===== config.mk =====
export PLATFORM = sky130hd
export DESIGN_NAME = loop_player
export DESIGN_NICKNAME = d
export VERILOG_FILES = /design/src/rtl/loop_player.sv
export SDC_FILE = /design/constraint.sdc
export NUM_CORES = 1
export LEC_CHECK = 0
export BUFFER_PORTS_ARGS = -buffer_cell sky130_fd_sc_hd__buf_2
export CAP_MARGIN = 20
export CORE_MARGIN = 2
export CORE_UTILIZATION = 60
export CTS_CLUSTER_DIAMETER = 30
export DETAILED_ROUTE_END_ITERATION = 8
export PLACE_DENSITY_LB_ADDON = 0.1
export SLEW_MARGIN = 40
export SYNTH_ARGS = -nofsm -noshare
export SYNTH_HDL_FRONTEND = slang
export SYNTH_SLANG_ARGS = --single-unit

===== constraint.sdc =====
create_clock -name clock_loop -period 4.2 [get_ports clock_loop]
set_clock_uncertainty 0.15 [all_clocks]
set_input_delay 0.21 -clock clock_loop [delete_from_list [all_inputs] [get_ports clock_loop]]
set_output_delay 0.21 -clock clock_loop [all_outputs]
set_load 0.01 [all_outputs]

===== src/rtl/loop_player.sv =====
// ---------------------------------------------------------------------------
// loop_player
//
// Plays back a recorded multi-bank step loop. On every beat_tick it reads
// the current step from each bank of the recorder's memory (one bank per
// clock), ORs together the banks whose play switch is on, and presents the
// result on looper_vector with a one-cycle output_ready strobe. The step
// index then advances, wrapping at loop_length (0 means 2^STEP_BITS).
//
// Ports
//   clock_loop     system clock, rising edge
//   reset_n        asynchronous active-low reset
//   beat_tick      one-cycle request for the next step
//   loop_switches  per-bank play enable (bit k -> bank k)
//   loop_length    loop length in steps, 0 = 2^STEP_BITS
//   mem_addr       {bank[2:0], step} read address to bank memory
//   mem_data       read data, valid one clock after mem_addr
//   looper_vector  registered OR of enabled banks at output_step
//   output_ready   one-cycle pulse when looper_vector updates
//   output_step    step index that produced looper_vector
//   overrun        (only with LOOP_PLAYER_OVERRUN_FLAG_EN) sticky flag,
//                  set when a tick is dropped, cleared only by reset
//
// Build option: define LOOP_PLAYER_OVERRUN_FLAG_EN to add the overrun port.
// BANKS must not exceed 8 (the bank field of mem_addr is 3 bits).
// ---------------------------------------------------------------------------
module loop_player #(
    parameter int VECTOR_WIDTH = 16,
    parameter int STEP_BITS    = 8,
    parameter int BANKS        = 7
) (
    input  logic                      clock_loop,
    input  logic                      reset_n,
    input  logic                      beat_tick,
    input  logic [BANKS-1:0]          loop_switches,
    input  logic [STEP_BITS-1:0]      loop_length,
    output logic [3+STEP_BITS-1:0]    mem_addr,
    input  logic [VECTOR_WIDTH-1:0]   mem_data,
    output logic [VECTOR_WIDTH-1:0]   looper_vector,
    output logic                      output_ready,
    output logic [STEP_BITS-1:0]      output_step
`ifdef LOOP_PLAYER_OVERRUN_FLAG_EN
    ,
    output logic                      overrun
`endif
);

    typedef enum logic [1:0] {IDLE, SCAN, DRAIN, DONE} state_t;

    localparam logic [2:0] LAST_BANK = 3'(BANKS - 1);

    state_t                  state_q, state_d;
    logic [STEP_BITS-1:0]    step_q, step_d;
    logic [2:0]              bank_q, bank_d;
    logic                    pending_q, pending_d;
    logic [BANKS-1:0]        switches_q, switches_d;
    logic [STEP_BITS-1:0]    length_q, length_d;
    logic [VECTOR_WIDTH-1:0] acc_q, acc_d;
    logic [VECTOR_WIDTH-1:0] vector_q, vector_d;
    logic [STEP_BITS-1:0]    out_step_q, out_step_d;
    logic                    ready_q, ready_d;
`ifdef LOOP_PLAYER_OVERRUN_FLAG_EN
    logic                    overrun_q, overrun_d;
`endif

    // Switch snapshot padded to 8 bits so it can be indexed by any 3-bit bank.
    logic [7:0]              sw_pad;
    logic [STEP_BITS:0]      step_inc;
    logic [STEP_BITS:0]      len_eff;
    logic                    step_wrap;

    assign sw_pad   = 8'(switches_q);
    assign step_inc = (STEP_BITS+1)'(step_q) + 1'b1;
    assign len_eff  = (length_q == '0) ? ((STEP_BITS+1)'(1) << STEP_BITS)
                                       : (STEP_BITS+1)'(length_q);
    // ">=" rather than "==" so a length shrunk below the current step
    // still wraps to 0 at the next advance.
    assign step_wrap = (step_inc >= len_eff);

    always_comb begin
        state_d    = state_q;
        step_d     = step_q;
        bank_d     = bank_q;
        pending_d  = pending_q;
        switches_d = switches_q;
        length_d   = length_q;
        acc_d      = acc_q;
        vector_d   = vector_q;
        out_step_d = out_step_q;
        ready_d    = 1'b0;
`ifdef LOOP_PLAYER_OVERRUN_FLAG_EN
        overrun_d  = overrun_q | (beat_tick && (state_q != IDLE) && pending_q);
`endif

        // One-deep tick buffer while busy; a second tick is simply dropped.
        if (beat_tick && (state_q != IDLE)) begin
            pending_d = 1'b1;
        end

        case (state_q)
            IDLE: begin
                if (beat_tick || pending_q) begin
                    state_d    = SCAN;
                    bank_d     = 3'd0;
                    acc_d      = '0;
                    pending_d  = 1'b0;
                    switches_d = loop_switches;
                    length_d   = loop_length;
                end
            end
            SCAN: begin
                // mem_data now holds the bank addressed on the previous clock.
                if ((bank_q != 3'd0) && sw_pad[bank_q - 3'd1]) begin
                    acc_d = acc_q | mem_data;
                end
                if (bank_q == LAST_BANK) begin
                    state_d = DRAIN;
                end else begin
                    bank_d = bank_q + 3'd1;
                end
            end
            DRAIN: begin
                // Last bank's data arrives here; include it in the output.
                if (sw_pad[LAST_BANK]) begin
                    acc_d = acc_q | mem_data;
                end
                vector_d   = acc_d;
                out_step_d = step_q;
                ready_d    = 1'b1;
                bank_d     = 3'd0;
                state_d    = DONE;
            end
            DONE: begin
                step_d  = step_wrap ? '0 : step_inc[STEP_BITS-1:0];
                state_d = IDLE;
            end
            default: state_d = IDLE;
        endcase
    end

    always_ff @(posedge clock_loop or negedge reset_n) begin
        if (!reset_n) begin
            state_q    <= IDLE;
            step_q     <= '0;
            bank_q     <= 3'd0;
            pending_q  <= 1'b0;
            switches_q <= '0;
            length_q   <= '0;
            acc_q      <= '0;
            vector_q   <= '0;
            out_step_q <= '0;
            ready_q    <= 1'b0;
`ifdef LOOP_PLAYER_OVERRUN_FLAG_EN
            overrun_q  <= 1'b0;
`endif
        end else begin
            state_q    <= state_d;
            step_q     <= step_d;
            bank_q     <= bank_d;
            pending_q  <= pending_d;
            switches_q <= switches_d;
            length_q   <= length_d;
            acc_q      <= acc_d;
            vector_q   <= vector_d;
            out_step_q <= out_step_d;
            ready_q    <= ready_d;
`ifdef LOOP_PLAYER_OVERRUN_FLAG_EN
            overrun_q  <= overrun_d;
`endif
        end
    end

    assign mem_addr      = (state_q == SCAN) ? {bank_q, step_q} : '0;
    assign looper_vector = vector_q;
    assign output_ready  = ready_q;
    assign output_step   = out_step_q;
`ifdef LOOP_PLAYER_OVERRUN_FLAG_EN
    assign overrun       = overrun_q;
`endif

endmodule


; ---- Word level (Yosys, flattened, before mapping)
; Index checks and enable logic that the tools add are counted.
[totals]
ff_bits = 70
latch_bits = 0
ram_bits = 0
rom_bits = 0
input_bits = 34
out_inout_bits = 36
elab_cells = 55
n_memories = 0
[op_classes]
add_sub_neg = 3
multipliers = 0
n_div = 0
magnitude_cmp = 2
eq_ne = 8
n_shift = 0
n_mux = 19
bitwise = 1
reduce_logical = 12
[ops]
columns = op, n
row1 = $mux 16, 3
row2 = $pmux 16 s3, 1
row3 = $or 16x16->16, 1
row4 = $mux 11, 1
row5 = $add 8x1->9 const B, 1
row6 = $ge 9x9->1, 1
row7 = $mux 9, 1
row8 = $pmux 3 s3, 1
row9 = $logic_not 8->1, 1
row10 = $mux 8, 1
row11 = $ne 2x2->1 const B, 4
row12 = $pmux 2 s4, 1
row13 = $mux 3, 2
row14 = $reduce_and 3->1, 2
row15 = $reduce_bool 3->1, 2
row16 = $mux 1, 5
row17 = $eq 2x2->1 const B, 2
row18 = $lt 3x4->1 const B, 1
row19 = $mux 2, 2
row20 = $reduce_and 2->1, 2
row21 = $add 3x1->3 const B, 1
row22 = $bmux 1 s3, 1
row23 = $eq 3x3->1 const B, 1
row24 = $sub 3x1->3 const B, 1
row25 = 5 further kinds, 6

; ---- Depth between registers and ports, before layout
[logic_depth]
ltp_word = 6
depth_mapped = 10

; ---- Worst setup path after synthesis
; Ideal clock, no wire load.
[synth_timing]
path_kind = register to register
startpoint = register step_q[0]
endpoint = register step_q[0]
setup_ps = 76
t_arrival_ps = 2612
path_slack_ps = 1361
path_stages_with_launch = 11
n_path_buf = 0
period_less_slack_ps = 2839
path_cell_list = dfrtp_1 -> ha_1 -> and3_1 -> and3_1 -> xor2_1 -> ha_1 -> a21o_1 -> a21o_1 -> a221o_1 -> or2_1 -> o21ai_1
[synth_via]
elab_chain_cells = 3
[synth_rtl]
columns = element, line
row1 = from (decl), 53  ; logic [STEP_BITS-1:0] step_q, step_d;
row2 = from (signal assigned), 158  ; step_q <= step_d;
row3 = $add 8x1->9 *, 73  ; assign step_inc = (STEP_BITS+1)'(step_q) + 1'b1;
row4 = $ge 9x9->1, 78  ; assign step_wrap = (step_inc >= len_eff);
row5 = $mux 8 *, 134  ; step_d = step_wrap ? '0 : step_inc[STEP_BITS-1:0];
; Mark *: on every way between the ends. The rest lies on a longest branch, timed or not.
; A chain may end at the register's enable or synchronous reset.

; ---- Final worst setup path
[layout_timing]
startpoint = register step_q[0]
endpoint = register step_q[6]
; Same word-level chain as after synthesis.

==> results.sh <==
export IMPL_drt_iter0_markers=189
export IMPL_ys_ff_latch=70
export IMPL_first_global_vias=2729
export IMPL_cts_root_buffer_cell="clkbuf_8"
export IMPL_fin_nets=499
export IMPL_vias=2921
export IMPL_post_drt_wl_per_cell_um=14.4
export IMPL_die_w_um=82.4
export IMPL_diodes=0
export IMPL_clk_path_buf_depth=2
export IMPL_endpoint_kind="register"
export IMPL_clock_latency_ps=330
export IMPL_dpl_worst_slack_ps=1190
export IMPL_hold_viol_final=0
export IMPL_die_h_um=82.4
export IMPL_synth_top_family_by_area="compound AO/OA/AOI/OAI gates"
export IMPL_worstHoldEndpoint="acc_q[6]$_DFFE_PN0P_"
export IMPL_design_area_sq_um=4530
export IMPL_row_count=28
export IMPL_hpwl_um=4960
export IMPL_synth_edf_count=0
export IMPL_netlist_area_sq_um=3690
export IMPL_floorplan_die_area_sq_um=6790
export IMPL_critPathLaunchType="register"
export IMPL_syn_nets=415
export IMPL_via_per_inst=5.55
export IMPL_layout_drive_gt1_share_pct=23.3
export IMPL_p_leak_nw=2.16
export IMPL_min_from="mem_data[6]"
export IMPL_cp_data_required_time_ps=4310
export IMPL_yosysTopAreaCellShare_pct=47.5
export IMPL_synth_async_reset_ratio_pct=100
export IMPL_yosys_warnings=0
export IMPL_io_buffers=69
export IMPL_syn_avg_cell_area_sq_um=10.2
export IMPL_r2r_end="step_q[6]$_DFFE_PN0N_"
export IMPL_cp_arrival_ps=3170
export IMPL_synth_fa_ha_area_share_pct=6.45
export IMPL_rsz0062_at_grt="no"
export IMPL_synthMuxAreaShare_pct=8.75
export IMPL_area_delta_synth_final_pct=22.8
export IMPL_synth_area_leaders="dfrtp_1 (47%), mux2_1 (7.3%), a21oi_1 (7.1%)"
export IMPL_maxCapViolations=0
export IMPL_dpl_instance_area_sq_um=4080
export IMPL_fillCellCount=429
export IMPL_gp_congestion=0.821
export IMPL_synthXorXnorAreaFrac_pct=1.66
export IMPL_ir_worst_vdd_uv=500
export IMPL_cts_tree="yes"
export IMPL_grt_overflow=0
export IMPL_wl_um=7590
export IMPL_syn_inst=362
export IMPL_synth_compound_area_share_pct=21.3
export IMPL_criticalPathCategory="reg -> reg"
export IMPL_min_period_ps=3050
export IMPL_ys_types=39
export IMPL_drc=0
export IMPL_run_status="complete, no violations"
export IMPL_max_freq_ghz=0.327
export IMPL_grt_pass1_wl_um=12300
export IMPL_gr_usage_all_layers_pct=23.9
export IMPL_hold_path_class="in -> reg"
export IMPL_reg2reg_from="step_q[0]$_DFFE_PN0N_"
export IMPL_ys_seq_area_share_pct=47.5
export IMPL_antenna_found_initial=0
export IMPL_yosysTopAreaCell="dfrtp_1"
export IMPL_placed_cells=488
export IMPL_cts_sinks=70
export IMPL_dr_pass1_iters=4
export IMPL_cts_buffers=9
export IMPL_finalCritPeriodShare_pct=72.7
export IMPL_fin_ws_ps=1150
export IMPL_core_sq_um=5920
export IMPL_reg2reg_depth=10
export IMPL_r2r_slack_ps=1150
export IMPL_tightest_slew_ps=623
export IMPL_p_per_area_nw_per_um2=787
export IMPL_final_cells=526
export IMPL_holdPathStages=3
export IMPL_antenna_left=0
export IMPL_path_clk_slew_ps=70
export IMPL_final_core_util_pct=76.5
export IMPL_initial_core_util_pct=62.3
export IMPL_yosys_area_share_simple_pct=9.84
export IMPL_yosys_most_used_dff="dfrtp_1"
export IMPL_critPathMaxFanout=8
export IMPL_grt_max_degree=59
export IMPL_finalSetupTns_ps=0
export IMPL_maxSlewHeadroom_pct=58.5
export IMPL_slew_violations=0
export IMPL_htreeDepth=3
export IMPL_io_pins=70
export IMPL_setup_viol=0
-- cells by family after synthesis --
kind of cell	count (synthesis)
AO/OA/AOI/OAI	125
AND/OR/NAND/NOR	75
flip-flops	70
buffers and inverters	38
multiplexers	28
adder cells (fa/ha/maj)	19
XOR/XNOR	7
-- metrics by stage --
stage          power (W)  hold WS (ps)
2_1_floorplan    0.00250          -236
3_3_place_gp     0.00282           268
3_5_place_dp     0.00293          96.6
4_1_cts          0.00359         0.820
5_1_grt          0.00386          12.7
6_report         0.00356          12.5
-- registers in the layout, indices dropped and copies added, names as in the netlist --
| register | cells |
|---|---|
| step_q | 8 |
| switches_q | 7 |
| bank_q | 3 |
| output_ready | 1 |
| pending_q | 1 |
| state_q | 2 |
| length_q | 8 |
| looper_vector | 16 |
| acc_q | 16 |
| output_step | 8 |
-- placed cells by master, fill, tap and decap left out, types with 5 or more instances in the layout --
cell type and instances:
dfrtp_1 70, buf_2 68, a21oi_1 52, nor2_1 27, mux2_1 24, dlygate4sd3_1 22, o21ai_0 18, ha_1 18
inv_1 15, o21a_1 15, a21oi_2 15, nand2_1 13, and2_1 11, clkbuf_8 9, nand3_1 7, and3_1 6
o21ai_1 5, buf_4 5
-- cell type report --
| type | instances | area, sq um | share of cell area (%) |
|---|---|---|---|
| Clock buffer | 12 | 135 | 2.98 |
| Timing Repair Buffer | 96 | 613 | 13.5 |
| Sequential cell | 70 | 1750 | 38.7 |
| Tap cell | 75 | 93.8 | 2.07 |
| Multi-Input combinational cell | 254 | 1780 | 39.4 |
| Clock inverter | 4 | 95.1 | 2.10 |
| Inverter | 15 | 56.3 | 1.24 |
-- cell usage after synthesis (all sizes together) (4+ instances only) --
cell type / instances
a21oi: 67
and2: 11
and3: 6
buf: 5
clkbuf: 18
dfrtp: 70
ha: 19
inv: 15
mux2: 24
nand2: 13
nand3: 7
nor2: 27
o21a: 15
o21ai: 23
o22ai: 5
xnor2: 4
-- what timing repair did --
item | in CTS | in global routing
endpoints found under the hold margin | 64 | 0
setup buffers | 0 | 0
resized for setup | 0 | 0
hold buffers | 22 | 0
-- worst max path at each step --
stage	from	to	slack, ps	cells past startpoint
floorplan	step_q[0]$_DFFE_PN0N_	step_q[0]$_DFFE_PN0N_	1360	10
global placement	step_q[0]$_DFFE_PN0N_	step_q[3]$_DFFE_PN0N_	1240	10
detailed placement	step_q[0]$_DFFE_PN0N_	step_q[1]$_DFFE_PN0N_	1190	10
CTS	step_q[0]$_DFFE_PN0N_	step_q[1]$_DFFE_PN0N_	1180	10
global route	step_q[0]$_DFFE_PN0N_	step_q[6]$_DFFE_PN0N_	1020	10
finish	step_q[0]$_DFFE_PN0N_	step_q[6]$_DFFE_PN0N_	1150	10
-- metal layers --
metal | GRT usage, % | vias to the layer above | wire [um]
met3 | 3.70 | 9 | 295
met5 | 0 | - | 0
met1 | 30.7 | 1392 | 3420
met2 | 41.5 | 73 | 3790
met4 | 7.50 | 0 | 87
li1 | - | 1447 | -
-- report_power, final --
group	switching [W]	total (W)	internal (W)	leakage, nW
sequential	0.000218	0.00119	0.000974	0.860
clock	0.000240	0.000635	0.000395	0.115
combinational	0.00100	0.00174	0.000736	1.19
total	0.00146	0.00356	0.00210	2.16
-- critical path, cell delays in order, from the launching register on --
cell and delay, ps:
dfrtp_1 470, ha_1 280, and3_1 210, and3_1 220, xor2_1 150, ha_1 320, a21o_1 180, a21o_1 160
a221o_1 400, nor2_1 250, a32o_1 210
No activity file was read; power rests on OpenSTA's default activity.
